### config.mk
export PLATFORM = sky130hd
export DESIGN_NAME = decrypt_iter
export DESIGN_NICKNAME = d
export VERILOG_FILES = /design/src/rtl/decrypt_iter.sv
export SDC_FILE = /design/constraint.sdc
export NUM_CORES = 1
export LEC_CHECK = 0
export CORE_UTILIZATION = 50
export DETAILED_ROUTE_END_ITERATION = 6
export PLACE_DENSITY_LB_ADDON = 0.08
export SLEW_MARGIN = 0
export SYNTH_ARGS = -nofsm -noshare
export SYNTH_HDL_FRONTEND = slang
export SYNTH_SLANG_ARGS = --single-unit
### constraint.sdc
create_clock -name clk -period 7.4 [get_ports clk]
set_clock_uncertainty 0.2 [all_clocks]
set_input_delay 1.11 -clock clk [delete_from_list [all_inputs] [get_ports clk]]
set_output_delay 1.11 -clock clk [all_outputs]
set_load 0.1 [all_outputs]
### src/rtl/decrypt_iter.sv
// Iterative inverse of the 16-nibble Encrypt cipher: one key-expansion step per
// cycle, then one inverse round per cycle, behind valid/ready handshakes.
module decrypt_iter #(
  parameter int NR = 2
) (
  input  logic        clk,
  input  logic        rst,
  input  logic        in_valid,
  output logic        in_ready,
  input  logic [63:0] ciphertext,
  input  logic [63:0] secretKey,
  output logic        out_valid,
  input  logic        out_ready,
  output logic [63:0] plaintext,
  output logic        busy
);

  localparam int CW = $clog2(NR + 1);

  typedef enum logic [1:0] {IDLE, KEXP, ROUND, DONE} state_t;

  state_t        state, nxt;
  logic [CW-1:0] rnd;
  logic [63:0]   st;
  logic [63:0]   rk [NR+1];
  logic [63:0]   kexp;
  logic [63:0]   round_out;

  function automatic logic [3:0] sbox(input logic [3:0] x);
    case (x)
      4'h0: sbox = 4'hC;  4'h1: sbox = 4'h5;  4'h2: sbox = 4'h6;  4'h3: sbox = 4'hB;
      4'h4: sbox = 4'h9;  4'h5: sbox = 4'h0;  4'h6: sbox = 4'hA;  4'h7: sbox = 4'hD;
      4'h8: sbox = 4'h3;  4'h9: sbox = 4'hE;  4'hA: sbox = 4'hF;  4'hB: sbox = 4'h8;
      4'hC: sbox = 4'h4;  4'hD: sbox = 4'h7;  4'hE: sbox = 4'h1;  default: sbox = 4'h2;
    endcase
  endfunction

  function automatic logic [3:0] inv_sbox(input logic [3:0] x);
    case (x)
      4'h0: inv_sbox = 4'h5;  4'h1: inv_sbox = 4'hE;  4'h2: inv_sbox = 4'hF;  4'h3: inv_sbox = 4'h8;
      4'h4: inv_sbox = 4'hC;  4'h5: inv_sbox = 4'h1;  4'h6: inv_sbox = 4'h2;  4'h7: inv_sbox = 4'hD;
      4'h8: inv_sbox = 4'hB;  4'h9: inv_sbox = 4'h4;  4'hA: inv_sbox = 4'h6;  4'hB: inv_sbox = 4'h3;
      4'hC: inv_sbox = 4'h0;  4'hD: inv_sbox = 4'h7;  4'hE: inv_sbox = 4'h9;  default: inv_sbox = 4'hA;
    endcase
  endfunction

  function automatic logic [63:0] inv_sub_nibbles(input logic [63:0] s);
    logic [63:0] o;
    o = '0;
    for (int i = 0; i < 16; i++) o[4*i +: 4] = inv_sbox(s[4*i +: 4]);
    return o;
  endfunction

  // Nibble (row, col) lives at index 4*col+row; row r was rotated left by r.
  function automatic logic [63:0] inv_shift_rows(input logic [63:0] s);
    logic [63:0] o;
    o = '0;
    for (int col = 0; col < 4; col++)
      for (int row = 0; row < 4; row++)
        o[4*(4*col+row) +: 4] = s[4*(4*((col+4-row)%4)+row) +: 4];
    return o;
  endfunction

  // Each nibble becomes the XOR of the other three in its column: self-inverse.
  function automatic logic [63:0] mix_columns(input logic [63:0] s);
    logic [63:0] o;
    logic [3:0]  t;
    o = '0;
    for (int col = 0; col < 4; col++) begin
      t = s[16*col +: 4] ^ s[16*col+4 +: 4] ^ s[16*col+8 +: 4] ^ s[16*col+12 +: 4];
      for (int row = 0; row < 4; row++) o[16*col+4*row +: 4] = t ^ s[16*col+4*row +: 4];
    end
    return o;
  endfunction

  function automatic logic [63:0] key_expand(input logic [63:0] k, input logic [3:0] r);
    logic [63:0] t;
    t = {k[55:0], k[63:56]};
    t[63:60] = sbox(t[63:60]);
    t[3:0] = t[3:0] ^ r;
    return t;
  endfunction

  assign kexp = key_expand(rk[rnd - 1'b1], 4'(rnd));

  always_comb begin
    round_out = inv_sub_nibbles(inv_shift_rows(st)) ^ rk[rnd - 1'b1];
    if (rnd != CW'(1)) round_out = mix_columns(round_out);
  end

  assign in_ready  = (state == IDLE);
  assign out_valid = (state == DONE);
  assign busy      = (state != IDLE);

  always_comb begin
    nxt = state;
    case (state)
      IDLE:    if (in_valid) nxt = KEXP;
      KEXP:    if (rnd == CW'(NR)) nxt = ROUND;
      ROUND:   if (rnd == CW'(1)) nxt = DONE;
      DONE:    if (out_ready) nxt = IDLE;
      default: nxt = IDLE;
    endcase
  end

  always_ff @(posedge clk) begin
    if (rst) begin
      state     <= IDLE;
      rnd       <= '0;
      plaintext <= '0;
    end else begin
      state <= nxt;
      case (state)
        IDLE:  if (in_valid) rnd <= CW'(1);
        KEXP:  if (rnd != CW'(NR)) rnd <= rnd + 1'b1;
        ROUND: if (rnd != CW'(1)) rnd <= rnd - 1'b1;
               else plaintext <= round_out;
        default: ;
      endcase
    end
  end

  // Datapath registers carry no reset; the control state decides when they matter.
  always_ff @(posedge clk) begin
    case (state)
      IDLE: if (in_valid) begin
        st    <= ciphertext;
        rk[0] <= secretKey;
      end
      KEXP: begin
        rk[rnd] <= kexp;
        if (rnd == CW'(NR)) st <= st ^ kexp;
      end
      ROUND: st <= round_out;
      default: ;
    endcase
  end

endmodule

==> summary.txt <==
Outcome
  • Run status: finished, final reports clean

Critical path
  • Worst path arrival time: 6.33 ns
  • Type of the worst setup path: reg -> reg
  • Critical path fanouts, max: 54
  • Crit path buf inv count: 3
  • Worst-path cell chain: inv_1, ha_4, clkinv_4, mux2i_2, xnor2_1, xor2_1, xor2_1, a221oi_2, ha_1, inv_1, nor2_1, a21o_1, a211oi_2
  • Cell type group with the largest total delay on the critical path: adder cells
  • CP Data Required Time: 7.71 ns
  • Largest incremental delay on the critical path: 1.00 ns
  • Sort of element at the end of the critical path: flip-flop
  • Startpoint of the worst-slack reg-to-reg timing path: rnd[0]$_SDFFE_PP0P_
  • Startpoint type of the worst setup path: flip-flop
  • CP startpoint: rnd[0]$_SDFFE_PP0P_
  • Slowest library cell on the worst path: mux2i_2

Cells and area
  • Core occupancy in the finished layout: 59.1%
  • Final-stage net count: 2666
  • Final antenna diode count: 0
  • P&R area growth vs syn: 15.9%
  • Commonest non-fill, non-tap cells in the layout: 256 x edfxtp_1, 241 x nand2_1, 207 x nor2_1
  • Post-route design area: 28400 sq um
  • Share of layout cells above drive strength 1: 11.2%
  • Most common library cell in the layout ignoring fill and taps: edfxtp_1

Routing
  • Highest metal layer used by the detailed router: met4
  • Via density per instance: 6.09
  • Number of antenna-violating nets in the routed design: 0
  • Metal-1 WL: 31700 um
  • Routed length on met3: 4780 um
  • DRC errors left: 0
  • Initial DRC Count: 1634
  • Number of vias in the routed layout: 18.7k
  • Mean routed wirelength per cell: 25.5 um
  • Overall routed net length: 78300 um
  • Met2 WL post-DR: 36900 um
  • First-pass iteration count of the detailed router: 7

Floorplanning
  • Initial core utilization: 51.0%
  • Number of I/O pins: 199
  • Row count: 80
  • Total Die Area: 49900 sq um
  • Die H: 223 um
  • Core outline area: 48000 sq um
  • Die outline width: 223 um

STA
  • Final min period: 6.02 ns
  • Slew Limit Fails: 0
  • Highest attainable clock frequency: 0.166 GHz
  • Tcrit/Tclk final: 81.4%
  • Endpoints failing hold: 0
  • Sum of negative setup slack: 0 ns
  • Worst slew margin: 25.6%
  • Setup repair after global routing missed its margin: no
  • Setup-failing EPs final: 0
  • Worst-margin pin slew: 1.11 ns

Global route
  • Pin count of the biggest net entering global routing: 106
  • Combined global-route utilization of all metal layers: 31.3%
  • Gr ovfl total: 0
  • Initial antenna violation count: 1
  • Via count of the first global-routing pass: 18.3k
  • Global-route wire length before repair: 115000 um

Clock network
  • Number of CTS-inserted buffers: 45
  • Clock sink total: 388
  • Clock-pin slew reported for the worst setup and hold paths after clock tree synthesis: 0.06 ns
  • TritonCTS clock tree: yes
  • Insertion delay of the later-clocked pin in the worst-skew pair: 0.59 ns
  • Clock tree buffer depth: 3
  • CTS-repair resized insts: 0
  • Post-CTS setup-driven buffer insertion count: 0
  • Hold_buf cts: 0
  • Maximum level of the CTS H-tree: 2
  • Root buffer selected by CTS: clkbuf_16

Synth
  • Synthesized-area fraction occupied by and/or/nand/nor cells: 9.87%
  • Flops & latches, synth: 388
  • Post-synthesis share of cell area spent on xor and xnor gates: 9.68%
  • Post-synth ARST share: 0%
  • Synth Area in Adders: 5.46%
  • Share of synthesized area occupied by flip-flops and latches: 42.2%
  • Total nets after synthesis: 2525
  • Primary flip-flop cell chosen by synthesis mapping: edfxtp_1
  • Top cell type by total area after synthesis: edfxtp_1
  • Synth Cell Area: 24500 sq um
  • Share of synthesized area spent on multiplexers: 12.0%
  • Dominant combinational cell family by area after synthesis: compound AO/OA/AOI/OAI gates
  • Library cells used by synthesis: 99
  • Compound-gate portion of the synthesized area: 16.8%
  • Largest cells by area after synthesis: edfxtp_1 31%, dfxtp_1 11%, mux2i_1 6.3%
  • Gate Count Post-Synth: 2286
  • Count of warnings emitted by yosys: 0
  • Share of the synthesized area in the top cell type: 31.4%
  • Number of enable-type register cells in the synthesized netlist: 256
  • Mean Syn Cell Area: 10.7 sq um

Min path
  • Critical hold path startpoint: plaintext[49]$_SDFFE_PP0P_
  • Type of the tightest min-delay check: reg -> reg

Placed design
  • Dpl hpwl: 55800 um
  • Number of input and output port buffers inserted: 198
  • Routability-driven placement congestion ratio: 0.882
  • Total cell area at the placement stage: 27000 sq um

Job
  • Max Cap Viol: 0
==> synth_stat cells (18+ instances only) <==
master      n
edfxtp_1  256
nand2_1   243
nor2_1    207
mux2i_1   155
dfxtp_1   132
a21oi_1   111
ha_1      107
o21ai_0    99
clkbuf_1   84
xnor2_1    84
inv_1      82
a211oi_1   54
mux2_2     50
xor2_1     48
o211ai_1   32
xnor3_1    29
nor2b_1    28
o21a_1     27
nor3_1     21
buf_1      20
nand2b_1   20
a211o_1    19
a311oi_1   19
a41oi_1    18
mux2i_4    18
==> worst min-delay path: cells and delay by family (launching register included) <==
family | cells | cell delay (ns)
AO/OA/AOI/OAI | 1 | 0.05
AND/OR/NAND/NOR | 1 | 0.05
flip-flops | 1 | 0.31
==> metal layers <==
metal,track usage [%],vias up
met2,51.8,706
li1,-,8630
met4,18.2,0
met5,0,-
met1,39.7,9237
met3,3.58,162
==> path summary, 6_finish.rpt <==
path / depth (start not counted) / endpoint / slack (ns)
worst max-delay path: 13 / flip-flop / 1.38
worst min-delay path: 2 / plaintext[49]$_SDFFE_PP0P_ / 0.26
worst max register to register: 13 / flip-flop / 1.38
worst min register to register: 2 / plaintext[49]$_SDFFE_PP0P_ / 0.26
==> through the flow <==
stage,hold slack [ns],setup WS (ns),cells
after floorplan,0.308,0.388,2286
after global placement,0.244,1.68,2995
after detailed placement,0.250,1.53,2995
after CTS,0.258,1.48,3077
after global routing,0.271,1.13,3077
final,0.256,1.38,3077
==> area by class of cell <==
cell class,instances,area [sq um]
multi-input cells,1674,13300
clock buffers,63,1270
clock inverters,19,156
repair buffers,232,2270
inverters,86,333
fillers,4070,19700
well taps,615,769
flip-flops and latches,388,10300
==> cells by family after synthesis <==
group,after synthesis
fa+ha+maj,107
simple gates,570
compound gates,552
buf+inv,224
mux,255
flops,388
xor+xnor,190
Power is not shown: default switching activity piles up to over one toggle a cycle in this logic, so the estimate is an artifact.
